`src/rtl/knight_pkg.sv`:
```
// Shared Knight's Tour link definitions: command opcodes, headings, sequencer states
// and small helpers used by the command sequencer.
package knight_pkg;

  localparam logic [15:0] CAL_GYRO = 16'h2000;
  localparam logic [3:0]  MOVE     = 4'h4;
  localparam logic [3:0]  MOVE_FF  = 4'h5;

  localparam logic [7:0] NORTH = 8'h00;
  localparam logic [7:0] WEST  = 8'h3F;
  localparam logic [7:0] SOUTH = 8'h7F;
  localparam logic [7:0] EAST  = 8'hBF;

  localparam logic [7:0] ACK_VAL_DEF = 8'hA5;

  typedef logic [2:0] seq_state_t;
  localparam seq_state_t S_IDLE      = 3'd0;
  localparam seq_state_t S_LOAD      = 3'd1;
  localparam seq_state_t S_SEND      = 3'd2;
  localparam seq_state_t S_WAIT_SNT  = 3'd3;
  localparam seq_state_t S_WAIT_RESP = 3'd4;
  localparam seq_state_t S_CHECK     = 3'd5;
  localparam seq_state_t S_DONE      = 3'd6;

  // Move command: opcode nibble, heading byte, square count nibble.
  function automatic logic [15:0] mk_move(input logic ff, input logic [7:0] hdg,
                                          input logic [3:0] sq);
    return {(ff ? MOVE_FF : MOVE), hdg, sq};
  endfunction

  function automatic logic [7:0] sat_inc8(input logic [7:0] v);
    return (v == 8'hFF) ? v : v + 8'd1;
  endfunction

endpackage

```
`src/rtl/tour_cmd_sequencer_fifo.sv`:
```
// Show-ahead command FIFO: DEPTH x W, drops pushes when full, synchronous flush.
module cmd_fifo #(
  parameter int DEPTH = 8,
  parameter int W     = 16
) (
  input  logic         clk,
  input  logic         rst,
  input  logic         push,
  input  logic         pop,
  input  logic         flush,
  input  logic [W-1:0] wr_data,
  output logic [W-1:0] rd_data,
  output logic         full,
  output logic         empty
);

  localparam int AW = (DEPTH > 1) ? $clog2(DEPTH) : 1;
  localparam int CW = $clog2(DEPTH) + 1;

  logic [W-1:0]  mem [DEPTH];
  logic [AW-1:0] wr_ptr, rd_ptr;
  logic [CW-1:0] cnt;
  logic          do_push, do_pop;

  // Flush wins over a same-cycle push so a halted sequence leaves the queue empty.
  assign do_push = push & ~full & ~flush;
  assign do_pop  = pop & ~empty & ~flush;

  assign full    = (cnt == CW'(DEPTH));
  assign empty   = (cnt == '0);
  assign rd_data = mem[rd_ptr];

  always_ff @(posedge clk) begin
    if (rst || flush) begin
      wr_ptr <= '0;
      rd_ptr <= '0;
      cnt    <= '0;
    end else begin
      if (do_push) wr_ptr <= wr_ptr + AW'(1);
      if (do_pop)  rd_ptr <= rd_ptr + AW'(1);
      case ({do_push, do_pop})
        2'b10:   cnt <= cnt + CW'(1);
        2'b01:   cnt <= cnt - CW'(1);
        default: cnt <= cnt;
      endcase
    end
  end

  always_ff @(posedge clk) begin
    if (do_push) mem[wr_ptr] <= wr_data;
  end

endmodule

```
`src/rtl/tour_cmd_sequencer.sv`:
```
// Command sequencer for the Knight's Tour remote link: queues commands, issues them
// one at a time to RemoteComm, waits for ack with timeout and bounded retries.
module tour_cmd_sequencer
  import knight_pkg::*;
#(
  parameter int         DEPTH        = 8,
  parameter int         TIMEOUT_CLKS = 5000000,
  parameter int         MAX_RETRY    = 2,
  parameter int         STOP_ON_ERR  = 1,
  parameter logic [7:0] ACK_VAL      = ACK_VAL_DEF
) (
  input  logic        clk,
  input  logic        rst,
  input  logic        push,
  input  logic [15:0] cmd_in,
  input  logic        start,
  output logic        full,
  output logic        empty,
  output logic        snd_cmd,
  output logic [15:0] cmd,
  input  logic        cmd_snt,
  input  logic        resp_rdy,
  input  logic [7:0]  resp,
  output logic        busy,
  output logic        done,
  output logic        err,
  output logic [7:0]  fail_cnt,
  output logic [7:0]  ok_cnt
);

  localparam int TW = (TIMEOUT_CLKS > 1) ? $clog2(TIMEOUT_CLKS) : 1;
  localparam logic [TW-1:0] TMO_LAST = TW'(TIMEOUT_CLKS - 1);
  localparam int RW = (MAX_RETRY > 0) ? $clog2(MAX_RETRY + 1) : 1;
  localparam logic [RW-1:0] RETRY_LAST = RW'(MAX_RETRY);
  localparam bit STOP = (STOP_ON_ERR != 0);

  seq_state_t    state;
  logic [TW-1:0] tmo_cnt;
  logic [RW-1:0] retry;
  logic          rsp_ok;
  logic          empty_done;
  logic [15:0]   head;
  logic          fail_now;
  logic          flush;

  assign fail_now = (state == S_CHECK) && !rsp_ok && (retry == RETRY_LAST);
  assign flush    = fail_now && STOP;

  cmd_fifo #(.DEPTH(DEPTH), .W(16)) u_fifo (
    .clk     (clk),
    .rst     (rst),
    .push    (push),
    .pop     (state == S_LOAD),
    .flush   (flush),
    .wr_data (cmd_in),
    .rd_data (head),
    .full    (full),
    .empty   (empty)
  );

  assign snd_cmd = (state == S_SEND);
  assign busy    = (state != S_IDLE);
  // A start on an empty queue finishes immediately without leaving IDLE.
  assign done    = (state == S_DONE) || empty_done;

  always_ff @(posedge clk) begin
    if (rst) begin
      state      <= S_IDLE;
      cmd        <= '0;
      tmo_cnt    <= '0;
      retry      <= '0;
      rsp_ok     <= 1'b0;
      empty_done <= 1'b0;
      err        <= 1'b0;
      fail_cnt   <= '0;
      ok_cnt     <= '0;
    end else begin
      empty_done <= 1'b0;
      case (state)
        S_IDLE: begin
          if (start && !empty) begin
            state    <= S_LOAD;
            err      <= 1'b0;
            fail_cnt <= '0;
            ok_cnt   <= '0;
            retry    <= '0;
          end else if (start) begin
            empty_done <= 1'b1;
          end
        end
        S_LOAD: begin
          cmd   <= head;
          retry <= '0;
          state <= S_SEND;
        end
        S_SEND: state <= S_WAIT_SNT;
        S_WAIT_SNT: begin
          if (cmd_snt) begin
            tmo_cnt <= '0;
            state   <= S_WAIT_RESP;
          end
        end
        S_WAIT_RESP: begin
          // A response on the timeout clock is still honoured.
          if (resp_rdy) begin
            rsp_ok <= (resp == ACK_VAL);
            state  <= S_CHECK;
          end else if (tmo_cnt == TMO_LAST) begin
            rsp_ok <= 1'b0;
            state  <= S_CHECK;
          end else begin
            tmo_cnt <= tmo_cnt + TW'(1);
          end
        end
        S_CHECK: begin
          if (rsp_ok) begin
            ok_cnt <= sat_inc8(ok_cnt);
            state  <= empty ? S_DONE : S_LOAD;
          end else if (retry != RETRY_LAST) begin
            retry <= retry + RW'(1);
            state <= S_SEND;
          end else begin
            err      <= 1'b1;
            fail_cnt <= sat_inc8(fail_cnt);
            state    <= (STOP || empty) ? S_DONE : S_LOAD;
          end
        end
        S_DONE:  state <= S_IDLE;
        default: state <= S_IDLE;
      endcase
    end
  end

endmodule

```
`config.mk`:
```
export PLATFORM = sky130hd
export DESIGN_NAME = tour_cmd_sequencer
export DESIGN_NICKNAME = d
export VERILOG_FILES = /design/src/rtl/knight_pkg.sv /design/src/rtl/tour_cmd_sequencer_fifo.sv /design/src/rtl/tour_cmd_sequencer.sv
export SDC_FILE = /design/constraint.sdc
export NUM_CORES = 1
export LEC_CHECK = 0
export ABC_AREA = 1
export BUFFER_PORTS_ARGS = -buffer_cell sky130_fd_sc_hd__buf_2
export CORE_ASPECT_RATIO = 0.9
export CORE_UTILIZATION = 59
export CTS_CLUSTER_DIAMETER = 200
export DETAILED_ROUTE_END_ITERATION = 7
export PLACE_DENSITY = 0.86
export SYNTH_ARGS = -nofsm -noshare
export SYNTH_HDL_FRONTEND = slang
export SYNTH_SLANG_ARGS = --single-unit
```
`constraint.sdc`:
```
create_clock -name clk -period 2.6 [get_ports clk]
set_input_delay 0 -clock clk [delete_from_list [all_inputs] [get_ports clk]]
set_output_delay 0 -clock clk [all_outputs]
set_load 0.005 [all_outputs]
```
==> flow_metrics.tcl, run 1 <==
set metrics [dict create \
    dp_hpwl_um 12400 \
    crit_slowest_cell "dfxtp_1" \
    rows 42 \
    grt_pass1_vias 6682 \
    cpLargestDelayFamily "simple AND/OR/NAND/NOR gates" \
    clock_path_buffers 3 \
    holdWs_ns 0.09607 \
    fin_crit_ns 2.398 \
    clk_latency_ns 0.49 \
    slowest_delay_ns 0.40 \
    numPortBuffers 67 \
    ir_drop_uv 595.6 \
    clock-root-buffer "clkbuf_16" \
    finalSetupViolations 0 \
    powerDensity_nw_per_um2 855.2 \
    netlist_area_um2 8977 \
    htree_levels 1 \
    yosysTopAreaCell "edfxtp_1" \
    critPathKind "register to register" \
    grt_start_max_net_pins 43 \
    drc 0 \
    avgSynthCellArea_um2 9.410 \
    wl_per_cell_um 16.19 \
    start_kind "register" \
    synth_seq_area_share 0.5909 \
    crit_fanout 12 \
    dieHeight_um 119.0 \
    cp_data_required_time_ns 3.03 \
    worst-path-buf-inv 3 \
    cp.arrival_ns 2.83 \
    yosys.area.top_type_share 0.4282 \
    fin_crit_sh 0.9223 \
    rsz0062_at_grt "false" \
    fin_area_um2 10490 \
    syn_inst 954 \
    post_dp_cell_area_um2 9539 \
    crit_top_cell "nand2_1" \
    grt_pass1_wl_um 33060 \
    hp-class "input pin to register" \
    overflow 0 \
    crit_path_cell_trace "inv_4, nand3_4, inv_4, nand2_4, nor2_8, nor2_8, inv_2, ha_1, xor2_1, nand2_1, o21ai_0, nand3_1, nand2_1, nand2_1, nor2_1" \
    clk_pin_slew_ns 0.07 \
    p_leak_nw 3.912 \
    fillers 1020 \
    yosys-top-cells-area "edfxtp_1 (43%), dfxtp_1 (16%), nor2_1 (7.4%), nand2_1 (6.9%), o21ai_0 (4.3%)" \
    drv_cap 0 \
    numCtsBuffers 20 \
    via_per_inst 5.637 \
    grt_usage 0.2656 \
    slew_violations 0 \
    setup_tns_ns 0 \
    antenna_found_initial 0 \
    most-common-layout-cells "nor2_1 (177), nand2_1 (165), edfxtp_1 (128)" \
    start_util 0.6079 \
    ys_warn_count 0 \
    antenna_left 0 \
    core_area_um2 14770 \
    drt-total-wl_um 20400 \
    hold_viol 0 \
    area_growth_pct 16.81 \
    cts_setup_buffers 0 \
    fmax_mhz 417.0 \
    cp-end-kind "register" \
    synth_cell_types 41 \
    ys_ff_latch 201 \
    vias 7103 \
    layout_commonest_cell "nor2_1" \
    cts_tree "built" \
    relSlewSlack 0.5099 \
    clock_sinks 201 \
    tightest_slew_ns 0.7344 \
    place_congestion 0.9056 \
    clock_skew_ns 0.006750 \
    dieArea_um2 15710 \
    synth_nets 993 \
    nNetsFinal 1087 \
    diodes 0 \
    status "complete, no violations" \
    drive_gt1_frac 0.1535 \
    fp.dieW_um 132.0 \
    ios 68 \
    drt_iter0_markers 726 \
    firstDrtPassIters 5 \
]
-- metal layers --
layer,track usage,share of wire
met1,0.3654,0.42
met2,0.4325,0.47
met3,0.03959,0.082
met4,0.09157,0.028
met5,0,0
-- cell usage after synthesis (all sizes together) --
| library cell | n |
|---|---|
| nand3b | 1 |
| clkinv | 2 |
| a22oi | 1 |
| xnor2 | 3 |
| dfxtp | 73 |
| clkbuf | 18 |
| or2 | 3 |
| nand3 | 65 |
| nor2 | 185 |
| o21bai | 4 |
| ha | 9 |
| nand4 | 14 |
| nor4 | 1 |
| buf | 18 |
| o21ai | 81 |
| a21oi | 61 |
| nor3 | 5 |
| inv | 62 |
| xor2 | 14 |
| nand2 | 172 |
| nor3b | 1 |
| edfxtp | 128 |
| o211ai | 33 |
-- final cells by class --
type / count / area (um^2) / share of cell area
timing repair buffer: 108 / 695.7 / 0.06634
inverter: 64 / 252.7 / 0.02410
tap: 198 / 247.7 / 0.02362
clock inverter: 12 / 198.9 / 0.01897
clock buffer: 24 / 536.8 / 0.05119
multi-input combinational: 653 / 3246 / 0.3095
sequential: 201 / 5309 / 0.5063
-- state kept, by name, indices dropped and copies added (netlist names) --
name           count
empty_done         1
ok_cnt             8
u_fifo.cnt         4
u_fifo.wr_ptr      3
state              3
retry              2
u_fifo.mem       128
rsp_ok             1
tmo_cnt           23
u_fifo.rd_ptr      3
err                1
cmd               16
fail_cnt           8
-- kinds of logic after synthesis --
| group | share of synthesized area |
|---|---|
| flip-flops | 0.5909 |
| XOR/XNOR | 0.01659 |
| adder cells (fa/ha/maj) | 0.01254 |
| AND/OR/NAND/NOR | 0.2202 |
| AO/OA/AOI/OAI | 0.1122 |
| buffers and inverters | 0.04753 |
-- stage by stage --
| step | util | cells | setup WS (ns) | power (mW) |
|---|---|---|---|---|
| 3_5_place_dp | 0.6460 | 1203 | 0.2795 | 5.764 |
| 6_report | 0.7101 | 1260 | 0.2020 | 8.968 |
| 3_3_place_gp | 0.6460 | 1203 | 0.3912 | 5.706 |
| 2_1_floorplan | - | 954 | 0.2951 | 5.214 |
| 4_1_cts | 0.7100 | 1260 | 0.1256 | 8.959 |
| 5_1_grt | 0.7101 | 1260 | 0.003566 | 9.404 |
-- tightest hold or removal path: stages --
cell and delay, ns:
buf_2 0.08, inv_1 0.04, nand4_1 0.13, inv_1 0.08, o21ai_0 0.18, inv_1 0.04
-- repair_timing --
action / 4_1_cts / 5_1_grt
gates resized for setup: 0 / 1
endpoints found under the setup margin: 0 / 1
hold buffers: 21 / 0
endpoints found under the hold margin: 141 / 0
-- power breakdown --
part	switching, mW	total [mW]	internal [mW]	leakage [nW]
Clock	1.20	3.18	1.98	0.346
Combinational	1.34	2.00	0.657	1.81
Sequential	0.196	3.79	3.59	1.76
-- final timing paths --
path,start,endpoint,slack [ns],depth (start not counted)
hold reg to reg,cmd[2],cmd[2],0.46,2
setup / recovery,state[1],u_fifo.cnt[3],0.20,15
setup reg to reg,state[1],u_fifo.cnt[3],0.20,15
hold / removal,cmd_snt,state[1],0.1,6
No activity file was read; power rests on OpenSTA's default activity.
==> run 2, diff against run 1 <==
==> constraint.sdc (replaced) <==
create_clock -name clk -period 3 [get_ports clk]
set_input_delay 0 -clock clk [delete_from_list [all_inputs] [get_ports clk]]
set_output_delay 0 -clock clk [all_outputs]
set_load 0.005 [all_outputs]
==> run 2 against run 1 <==
Against the previous run: sequential power fell by 14%; register-to-register slack improved by 0.34 ns; flip-flop and latch count unchanged.
==> flow_metrics.tcl, run 2 (synthesized netlist as in run 1, its figures left out) <==
set metrics [dict create \
    rows 42 \
    rsz0062_at_grt "false" \
    fin_crit_sh 0.8185 \
    drv_cap 0 \
    drt-total-wl_um 21060 \
    grt_pass1_wl_um 33360 \
    layout_commonest_cell "nor2_1" \
    place_congestion 0.9240 \
    start_kind "register" \
    dieArea_um2 15710 \
    numCtsBuffers 21 \
    most-common-layout-cells "nor2_1 (177), nand2_1 (165), edfxtp_1 (128)" \
    regMostFlops "u_fifo.mem" \
    via_per_inst 5.754 \
    cp_data_required_time_ns 3.40 \
    stdcell_count 1259 \
    fmax_mhz 407.3 \
    place_ws_ns 0.6061 \
    tightest_slew_ns 1.064 \
    fp.dieW_um 132.0 \
    antenna_left 0 \
    dp_hpwl_um 12730 \
    nNetsFinal 1085 \
    diodes 0 \
    clock_path_buffers 3 \
    drt_iter0_markers 815 \
    hold_viol 0 \
    cts_setup_buffers 0 \
    clock_skew_ns 0.01701 \
    crit_fanout 12 \
    largest_reg_flops 128 \
    setup_slack_ns 0.5446 \
    grt_usage 0.2674 \
    critPathKind "register to register" \
    fin_crit_ns 2.455 \
    overflow 0 \
    start_util 0.6079 \
    htree_levels 1 \
    cts_tree "built" \
    antenna_found_initial 0 \
    drive_gt1_frac 0.1499 \
    wl_per_cell_um 16.73 \
    dieHeight_um 119.0 \
    ir_drop_uv 567.0 \
    core_area_um2 14770 \
    clk_pin_slew_ns 0.06 \
    ctsResizeCount 0 \
    firstDrtPassIters 7 \
    hp-class "input pin to register" \
    dp.cells 1200 \
    clk_latency_ns 0.50 \
    cp.arrival_ns 2.85 \
    finalSetupViolations 0 \
    clock_sinks 201 \
    reg_top3 "u_fifo.mem (128), tmo_cnt (23), cmd (16)" \
    relSlewSlack 0.2907 \
    grt_pass1_vias 6705 \
    clock-root-buffer "clkbuf_16" \
    drc 0 \
    grt_start_max_net_pins 67 \
    vias 7244 \
    setup_tns_ns 0 \
    area_growth_pct 16.24 \
    numPortBuffers 67 \
    p_leak_nw 3.880 \
    slew_violations 0 \
    powerDensity_nw_per_um2 733.1 \
    status "complete, no violations" \
    cp-end-kind "register" \
    ctsHoldBuffers 21 \
    ios 68 \
]
-- run 2: metrics by stage --
stage	hold slack, ns	util	area (um^2)	power (mW)
after floorplan	0.09887	-	8977	4.518
after global placement	0.2638	0.6445	9517	4.944
after detailed placement	0.2614	0.6445	9517	5.000
after CTS	0.06651	0.7067	10440	7.663
after global routing	0.1112	0.7067	10440	8.000
final	0.07416	0.7067	10440	7.649
-- run 2: final timing paths --
path	endpoint	depth (start not counted)	from	slack, ns
worst max-delay path	u_fifo.cnt[3]	13	state[2]	0.54
worst min-delay path	state[1]	6	cmd_snt	0.07
worst max register to register	u_fifo.cnt[3]	13	state[2]	0.54
worst min register to register	cmd[14]	2	cmd[14]	0.46
-- run 2: routing by layer --
layer  wire (um)  track usage  vias up
li1            -            -     3442
met1        8525       0.3449     3421
met2       10440       0.4587      332
met3        1591      0.04598       49
met4         507      0.08794        0
met5           0            0        -
-- run 2: where the power goes --
part | internal, mW | switching, mW
Combinational | 0.555 | 1.19
Clock | 1.58 | 1.06
Sequential | 3.11 | 0.149
-- run 2: cell type report --
type                            instances  area [um^2]
Timing Repair Buffer                  105        673.1
Clock inverter                         12        153.9
Tap cell                              198        247.7
Sequential cell                       201         5308
Multi-Input combinational cell        653         3246
Fill cell                            1065         4332
Inverter                               64        252.7
Clock buffer                           26        554.3
-- run 2: critical path: stages, from the launching register on --
cell and delay (ns):
dfxtp_1 0.57, nand3_4 0.24, inv_4 0.16, nand2_4 0.08, nor2_8 0.14, nor2_8 0.05, inv_2 0.10, ha_1 0.23
xor2_1 0.22, nand2_1 0.09, o21ai_0 0.19, nand3_1 0.13, nor2_1 0.12, nor2_1 0.05
